[config.mk]
export PLATFORM = sky130hd
export DESIGN_NAME = uart_tx_fifo_flat
export DESIGN_NICKNAME = d
export VERILOG_FILES = /design/src/rtl/uart_tx_fifo_pkg.sv /design/src/rtl/uart_tx_fifo_if.sv /design/src/rtl/uart_tx_fifo_mem.sv /design/src/rtl/uart_tx_fifo.sv /design/src/flat_wrapper.sv
export SDC_FILE = /design/constraint.sdc
export NUM_CORES = 1
export LEC_CHECK = 0
export CAP_MARGIN = 40
export CORE_UTILIZATION = 35
export CTS_CLUSTER_DIAMETER = 40
export DETAILED_ROUTE_END_ITERATION = 16
export PLACE_DENSITY = 0.49
export RECOVER_POWER = 25
export SETUP_SLACK_MARGIN = 0.15
export SYNTH_ARGS = -nofsm -noshare
export SYNTH_HDL_FRONTEND = slang
export SYNTH_SLANG_ARGS = --single-unit
export TNS_END_PERCENT = 50
[constraint.sdc]
create_clock -name tx_clk -period 3.5 [get_ports tx_clk]
set_clock_uncertainty 0.2 [all_clocks]
set_input_delay 0.7 -clock tx_clk [delete_from_list [all_inputs] [get_ports tx_clk]]
set_output_delay 0.7 -clock tx_clk [all_outputs]
set_load 0.05 [all_outputs]
[src/rtl/uart_tx_fifo_pkg.sv]
// Shared types and constants for the UART transmit buffer.
package uart_tx_fifo_pkg;

   localparam int UART_DATA_W   = 8;
   localparam int DEFAULT_DEPTH = 16;

   typedef enum logic [1:0] {
      ST_IDLE      = 2'b00,
      ST_ISSUE     = 2'b01,
      ST_WAIT_DONE = 2'b11
   } tx_state_e;

endpackage

[src/rtl/uart_tx_fifo_if.sv]
// Write-path, status and tx_core handshake bundle of the UART transmit buffer.
interface uart_tx_fifo_if #(
   parameter int ADDR_W = 4
);
   import uart_tx_fifo_pkg::*;

   logic                   wr_en;
   logic [UART_DATA_W-1:0] wr_data;
   logic                   flush;
   logic                   ovf_clr;
   logic                   fifo_full;
   logic                   fifo_empty;
   logic [ADDR_W:0]        fifo_level;
   logic                   almost_empty;
   logic                   overflow;
   logic                   busy;
   logic                   tx_valid;
   logic [UART_DATA_W-1:0] tx_data;
   logic                   tx_ready;
   logic                   tx_done;

   modport master (
      output wr_en, wr_data, flush, ovf_clr, tx_ready, tx_done,
      input  fifo_full, fifo_empty, fifo_level, almost_empty, overflow, busy,
             tx_valid, tx_data
   );

   modport slave (
      input  wr_en, wr_data, flush, ovf_clr, tx_ready, tx_done,
      output fifo_full, fifo_empty, fifo_level, almost_empty, overflow, busy,
             tx_valid, tx_data
   );

endinterface

[src/rtl/uart_tx_fifo_mem.sv]
// Byte storage for the transmit FIFO: registered write, combinational read.
module sync_fifo_mem
   import uart_tx_fifo_pkg::*;
#(
   parameter int DEPTH  = DEFAULT_DEPTH,
   parameter int ADDR_W = $clog2(DEPTH)
) (
   input  logic                   tx_clk,
   input  logic                   we_i,
   input  logic [ADDR_W-1:0]      waddr_i,
   input  logic [UART_DATA_W-1:0] wdata_i,
   input  logic [ADDR_W-1:0]      raddr_i,
   output logic [UART_DATA_W-1:0] rdata_o
);

   logic [UART_DATA_W-1:0] mem_q [DEPTH];

   always_ff @(posedge tx_clk) begin
      if (we_i) begin
         mem_q[waddr_i] <= wdata_i;
      end
   end

   assign rdata_o = mem_q[raddr_i];

endmodule

[src/rtl/uart_tx_fifo.sv]
// UART transmit buffer: FIFO pointers/level/flags plus a dispatcher that hands
// one byte at a time to tx_core over tx_valid/tx_ready/tx_done.
//
// state        | meaning
// ST_IDLE      | nothing in flight; pops the head when data and tx_ready
// ST_ISSUE     | out_reg loaded; tx_valid raised, waits for tx_ready
// ST_WAIT_DONE | byte accepted by tx_core; waits for tx_done
module uart_tx_fifo
   import uart_tx_fifo_pkg::*;
#(
   parameter int DEPTH    = DEFAULT_DEPTH,
   parameter int ADDR_W   = $clog2(DEPTH),
   parameter int AE_LEVEL = 2
) (
   input  logic           tx_clk,
   input  logic           reset_n,
   uart_tx_fifo_if.slave  bus
);

   localparam logic [ADDR_W:0] DEPTH_L = (ADDR_W+1)'(DEPTH);
   localparam logic [ADDR_W:0] AE_L    = (ADDR_W+1)'(AE_LEVEL);

   logic [ADDR_W-1:0]      wr_ptr_q, wr_ptr_d;
   logic [ADDR_W-1:0]      rd_ptr_q, rd_ptr_d;
   logic [ADDR_W:0]        level_q, level_d;
   logic                   overflow_q, overflow_d;
   tx_state_e              state_q;
   logic [UART_DATA_W-1:0] out_reg_q;
   logic                   tx_valid_q;
   logic                   busy_q;
   logic [UART_DATA_W-1:0] head_data;
   logic                   full, empty, pop, push, drop;

   assign full  = (level_q == DEPTH_L);
   assign empty = (level_q == '0);

   // flush wins over both a same-cycle pop and a same-cycle write
   assign pop  = (state_q == ST_IDLE) && !empty && bus.tx_ready && !bus.flush;
   assign push = bus.wr_en && !bus.flush && (!full || pop);
   assign drop = bus.wr_en && !bus.flush && full && !pop;

   sync_fifo_mem #(
      .DEPTH  (DEPTH),
      .ADDR_W (ADDR_W)
   ) u_mem (
      .tx_clk  (tx_clk),
      .we_i    (push),
      .waddr_i (wr_ptr_q),
      .wdata_i (bus.wr_data),
      .raddr_i (rd_ptr_q),
      .rdata_o (head_data)
   );

   always_comb begin
      wr_ptr_d   = wr_ptr_q;
      rd_ptr_d   = rd_ptr_q;
      level_d    = level_q;
      overflow_d = overflow_q;
      if (bus.flush) begin
         wr_ptr_d = '0;
         rd_ptr_d = '0;
         level_d  = '0;
      end else begin
         if (push) wr_ptr_d = wr_ptr_q + 1'b1;
         if (pop)  rd_ptr_d = rd_ptr_q + 1'b1;
         case ({push, pop})
            2'b10:   level_d = level_q + 1'b1;
            2'b01:   level_d = level_q - 1'b1;
            default: level_d = level_q;
         endcase
      end
      if (drop) begin
         overflow_d = 1'b1;
      end else if (bus.ovf_clr) begin
         overflow_d = 1'b0;
      end
   end

   always_ff @(posedge tx_clk or negedge reset_n) begin
      if (!reset_n) begin
         wr_ptr_q   <= '0;
         rd_ptr_q   <= '0;
         level_q    <= '0;
         overflow_q <= 1'b0;
      end else begin
         wr_ptr_q   <= wr_ptr_d;
         rd_ptr_q   <= rd_ptr_d;
         level_q    <= level_d;
         overflow_q <= overflow_d;
      end
   end

   // tx_valid rises one cycle after entering ISSUE, so a handshake is only
   // taken once tx_valid is actually visible to tx_core
   always_ff @(posedge tx_clk or negedge reset_n) begin
      if (!reset_n) begin
         state_q    <= ST_IDLE;
         out_reg_q  <= '0;
         tx_valid_q <= 1'b0;
         busy_q     <= 1'b0;
      end else begin
         case (state_q)
            ST_IDLE: begin
               if (pop) begin
                  out_reg_q <= head_data;
                  busy_q    <= 1'b1;
                  state_q   <= ST_ISSUE;
               end
            end
            ST_ISSUE: begin
               if (!tx_valid_q) begin
                  tx_valid_q <= 1'b1;
               end else if (bus.tx_ready) begin
                  tx_valid_q <= 1'b0;
                  state_q    <= ST_WAIT_DONE;
               end
            end
            ST_WAIT_DONE: begin
               if (bus.tx_done) begin
                  busy_q  <= 1'b0;
                  state_q <= ST_IDLE;
               end
            end
            default: begin
               tx_valid_q <= 1'b0;
               busy_q     <= 1'b0;
               state_q    <= ST_IDLE;
            end
         endcase
      end
   end

   assign bus.fifo_full    = full;
   assign bus.fifo_empty   = empty;
   assign bus.fifo_level   = level_q;
   assign bus.almost_empty = (level_q <= AE_L);
   assign bus.overflow     = overflow_q;
   assign bus.busy         = busy_q;
   assign bus.tx_valid     = tx_valid_q;
   assign bus.tx_data      = out_reg_q;

endmodule

[src/flat_wrapper.sv]
// flat-port wrapper written by rule: the top's interface ports become plain ports
module uart_tx_fifo_flat import uart_tx_fifo_pkg::*;
#(
   parameter int DEPTH    = DEFAULT_DEPTH,
   parameter int ADDR_W   = $clog2(DEPTH),
   parameter int AE_LEVEL = 2
)
  (tx_clk, reset_n, bus_wr_en, bus_wr_data, bus_flush, bus_ovf_clr, bus_tx_ready, bus_tx_done, bus_fifo_full, bus_fifo_empty, bus_fifo_level, bus_almost_empty, bus_overflow, bus_busy, bus_tx_valid, bus_tx_data);
  uart_tx_fifo_if #(.ADDR_W(ADDR_W)) bus_i ();
  input  logic tx_clk;
  input  logic reset_n;
  input wire logic [$bits(bus_i.wr_en)-1:0] bus_wr_en;
  input wire logic [$bits(bus_i.wr_data)-1:0] bus_wr_data;
  input wire logic [$bits(bus_i.flush)-1:0] bus_flush;
  input wire logic [$bits(bus_i.ovf_clr)-1:0] bus_ovf_clr;
  input wire logic [$bits(bus_i.tx_ready)-1:0] bus_tx_ready;
  input wire logic [$bits(bus_i.tx_done)-1:0] bus_tx_done;
  output wire logic [$bits(bus_i.fifo_full)-1:0] bus_fifo_full;
  output wire logic [$bits(bus_i.fifo_empty)-1:0] bus_fifo_empty;
  output wire logic [$bits(bus_i.fifo_level)-1:0] bus_fifo_level;
  output wire logic [$bits(bus_i.almost_empty)-1:0] bus_almost_empty;
  output wire logic [$bits(bus_i.overflow)-1:0] bus_overflow;
  output wire logic [$bits(bus_i.busy)-1:0] bus_busy;
  output wire logic [$bits(bus_i.tx_valid)-1:0] bus_tx_valid;
  output wire logic [$bits(bus_i.tx_data)-1:0] bus_tx_data;
  assign bus_i.wr_en = bus_wr_en;
  assign bus_i.wr_data = bus_wr_data;
  assign bus_i.flush = bus_flush;
  assign bus_i.ovf_clr = bus_ovf_clr;
  assign bus_i.tx_ready = bus_tx_ready;
  assign bus_i.tx_done = bus_tx_done;
  assign bus_fifo_full = bus_i.fifo_full;
  assign bus_fifo_empty = bus_i.fifo_empty;
  assign bus_fifo_level = bus_i.fifo_level;
  assign bus_almost_empty = bus_i.almost_empty;
  assign bus_overflow = bus_i.overflow;
  assign bus_busy = bus_i.busy;
  assign bus_tx_valid = bus_i.tx_valid;
  assign bus_tx_data = bus_i.tx_data;
  uart_tx_fifo #(.DEPTH(DEPTH), .ADDR_W(ADDR_W), .AE_LEVEL(AE_LEVEL)) u_core (.tx_clk(tx_clk), .reset_n(reset_n), .bus(bus_i));
endmodule
==> results.md <==
* Num ports at 34
* CTS tree: done
* First-pass GRT wire length at 20.26 mm
* Share of post-route cells with drive strength above 1 at between 20% and 30%
* Post-route ant nets at 0
* Post-CTS Setup Inserts at 0
* Crit path buf inv count at 2
* Die footprint at 18700 um2
* FFs w/ async S/R, synth at 16.88%
* Die Ht at about 140 um
* WP data required at approximately 2600 ps
* Top post-synthesis cells by area: edfxtp_1 (60%), mux4_2 (11%), dfrtp_1 (10%), ha_1 (2.2%), o22ai_1 (1.6%)
* Synth area leader: edfxtp_1
* Reg2Reg Depth at 10
* GR Util All Layers at between 10% and 20%
* Largest net degree at the start of global routing at 34
* PortBufs at 33
* Syn nets at 383
* Mapped Cells at between 300 and 400
* Slowest cell on crit path: clkdlybuf4s50_1
* Worst Setup Slack, final at roughly 430 ps
* Via count at 3260
* Max_cap viols at 1
* GRT overflow at 0
* Peak supply drop at 0.3963 mV
* DRT iter0 DRCs at about 200
* Max Fclk at 0.3258 GHz
* Clock sink total at between 150 and 200
* Post-DP HPWL at about 8.4 mm
* Crit-path max cell delay at between 700 and 800 ps
* Lkg Pwr at around 2.6 nW
* Status: complete, but fails checks
* DRC viols at 0
* Seq/Total Area, Yosys at approximately 71%
* Area Overhead vs Synth at 19.20%
* Core ar. at about 18000 um2
* Synth warn at 0
* Clk slew on worst S/H paths at ~60 ps
* CTS Buf Count at 17
* DR WL/cell at 19.99 um
* Pre-antenna DRT Iters at 4
* Initial Utilization at 36.24%
* Worst Path Max Fanout at 8
* H-Tree Depth at 4
* Crit. path cell count at 4
* Hold crit path type: flop to flop
* CP Launch Type: flop
* Die W at 136.7 um
* Rel. slew slack at -9.582%
* Post-Synthesis Cell Area at roughly 6400 um2
* Library cells used by synthesis at 46
* Crit path kind: flop to output port
* Power Total at a little under 5 mW
* Final setup fails at 0
* Arrival time at the worst endpoint at 2170 ps
* Hold path depth at 2
* Vias per cell at about 5.1
* Total Neg Setup Slack at 0 ps
* Synth Register Bits at 154
* Failing checks: max-capacitance violations, max-slew violations
* Least-Margin Pin Slew at about 1600 ps
* Maximum clock path buffer count at 2
* Final Wtd Congestion at a little over 0.7
* EDFF count, synth at ~130
* Final Slew Violations at 27
* Synth top area share at about three fifths
* Minimum clock period at roughly 3100 ps
* RSZ-0062 raised after global routing: no
* Core Rows at 48
* CP delay by family, top: buffers and inverters
* Worst-path cell chain: nor2_2 > nand3_1 > inv_1 > clkdlybuf4s50_1
* Vias in the first global route at approximately 3400
* Post-Place Worst Slack at 104.0 ps
* Syn avg cell area at around 18 um2
* # nets final at about 430
* Critical Path Sink Type: output port
* Hold Vio Cnt, Final at 0
* Worst-skew pair later-pin latency at approximately 420 ps
* Ant diodes at 0
* Root Driver: clkbuf_16
* Power Density at 635.8 nW/um2
* WL final at 12.87 mm
* Period utilization at ~88%
* Initial antenna violation count at 0
* Ys flop type: edfxtp_1
==> cell usage in the layout (no fill, tap or decap), drive strengths merged, types with 8 or more instances in the layout <==
cell           count
buf               14
edfxtp           128
nor2              11
mux4              32
a21oi             19
o22ai             16
clkbuf            18
and2              12
mux2               8
ha                11
nand2             11
dfrtp             26
clkdlybuf4s50     26
inv               16
==> routing by layer <==
layer	track usage [%]	share of wire [%]
met4	6.358	1.7
met2	23.89	48
met3	3.667	3.4
met5	0	0
met1	21.04	47
==> registers in the layout, indices dropped and copies added, names as in the netlist <==
register / cells
u_core.u_mem.mem_q: 128
u_core.bus.tx_valid: 1
u_core.state_q: 2
u_core.bus.tx_data: 8
u_core.rd_ptr_q: 4
u_core.bus.busy: 1
u_core.wr_ptr_q: 4
u_core.bus.fifo_level: 5
u_core.bus.overflow: 1
==> per-stage QoR <==
step                      cells  utilization [%]  cell area, um2  hold WS, ps
after floorplan             356                -            6355        204.4
after global placement      613            39.93            7002        323.0
after detailed placement    613            39.93            7002        334.4
after CTS                   644            43.20            7576        346.5
after global routing        644            43.19            7575        360.5
final                       644            43.19            7575        342.3
==> synthesized netlist by cell type (3+ instances only) <==
library cell and number:
buf_4 3, and4_1 4, o21ai_0 3, buf_2 4, and2_1 12, o22ai_1 16, inv_1 13, xor2_1 3
nand2b_1 3, edfxtp_1 128, ha_1 11, clkbuf_1 6, mux2_2 8, a21o_1 4, mux4_2 32, nor3_1 4
dfrtp_1 26, nand2_1 11, mux2i_1 3, xnor2_1 4, nor2_1 10, a21oi_1 19
==> what timing repair did <==
| action | 4_1_cts | 5_1_grt |
|---|---|---|
| gates resized for setup | 0 | 1 |
| setup endpoints to repair | 0 | 1 |
| hold buffers | 0 | 0 |
==> worst min-delay path: stages (launching register included) <==
cell     delay [ps]
dfrtp_1         380
inv_1            60
o32ai_1          70
==> final cells by class <==
type | count | area (um2)
Multi-Input combinational cell | 173 | 1720
Tap cell | 225 | 281.5
Fill cell | 1559 | 9962
Clock buffer | 17 | 425.4
Inverter | 13 | 48.80
Sequential cell | 154 | 4496
Timing Repair Buffer | 48 | 454.2
Clock inverter | 14 | 148.9
==> where the power goes <==
group          internal (mW)  switching [mW]
combinational          0.321           0.530
clock                   1.05           0.743
sequential              2.08          0.0889
total                   3.45            1.36
==> kinds of logic (layout without fill, tap and decap cells) <==
kind of cell / after synthesis / count (layout) / synth area share [%]
XOR/XNOR: 7 / 7 / 0.9648
adder cells (fa/ha/maj): 12 / 12 / 2.481
flip-flops: 154 / 154 / 70.72
buffers and inverters: 29 / 92 / 2.205
AO/OA/AOI/OAI: 53 / 53 / 5.257
multiplexers: 43 / 43 / 13.23
AND/OR/NAND/NOR: 58 / 58 / 5.139
==> path summary, 6_finish.rpt <==
path                                           from                  endpoint  slack (ps)
hold / removal                  u_core.bus.overflow       u_core.bus.overflow         340
setup reg to reg           u_core.bus.fifo_level[3]  u_core.bus.fifo_level[4]         580
max in group asynchronous                   reset_n        u_core.rd_ptr_q[1]        1000
setup / recovery           u_core.bus.fifo_level[0]             bus_fifo_full         430
hold reg to reg                 u_core.bus.overflow       u_core.bus.overflow         340
min in group asynchronous                   reset_n       u_core.bus.tx_valid        1030
(Power assumes the default switching activity.)
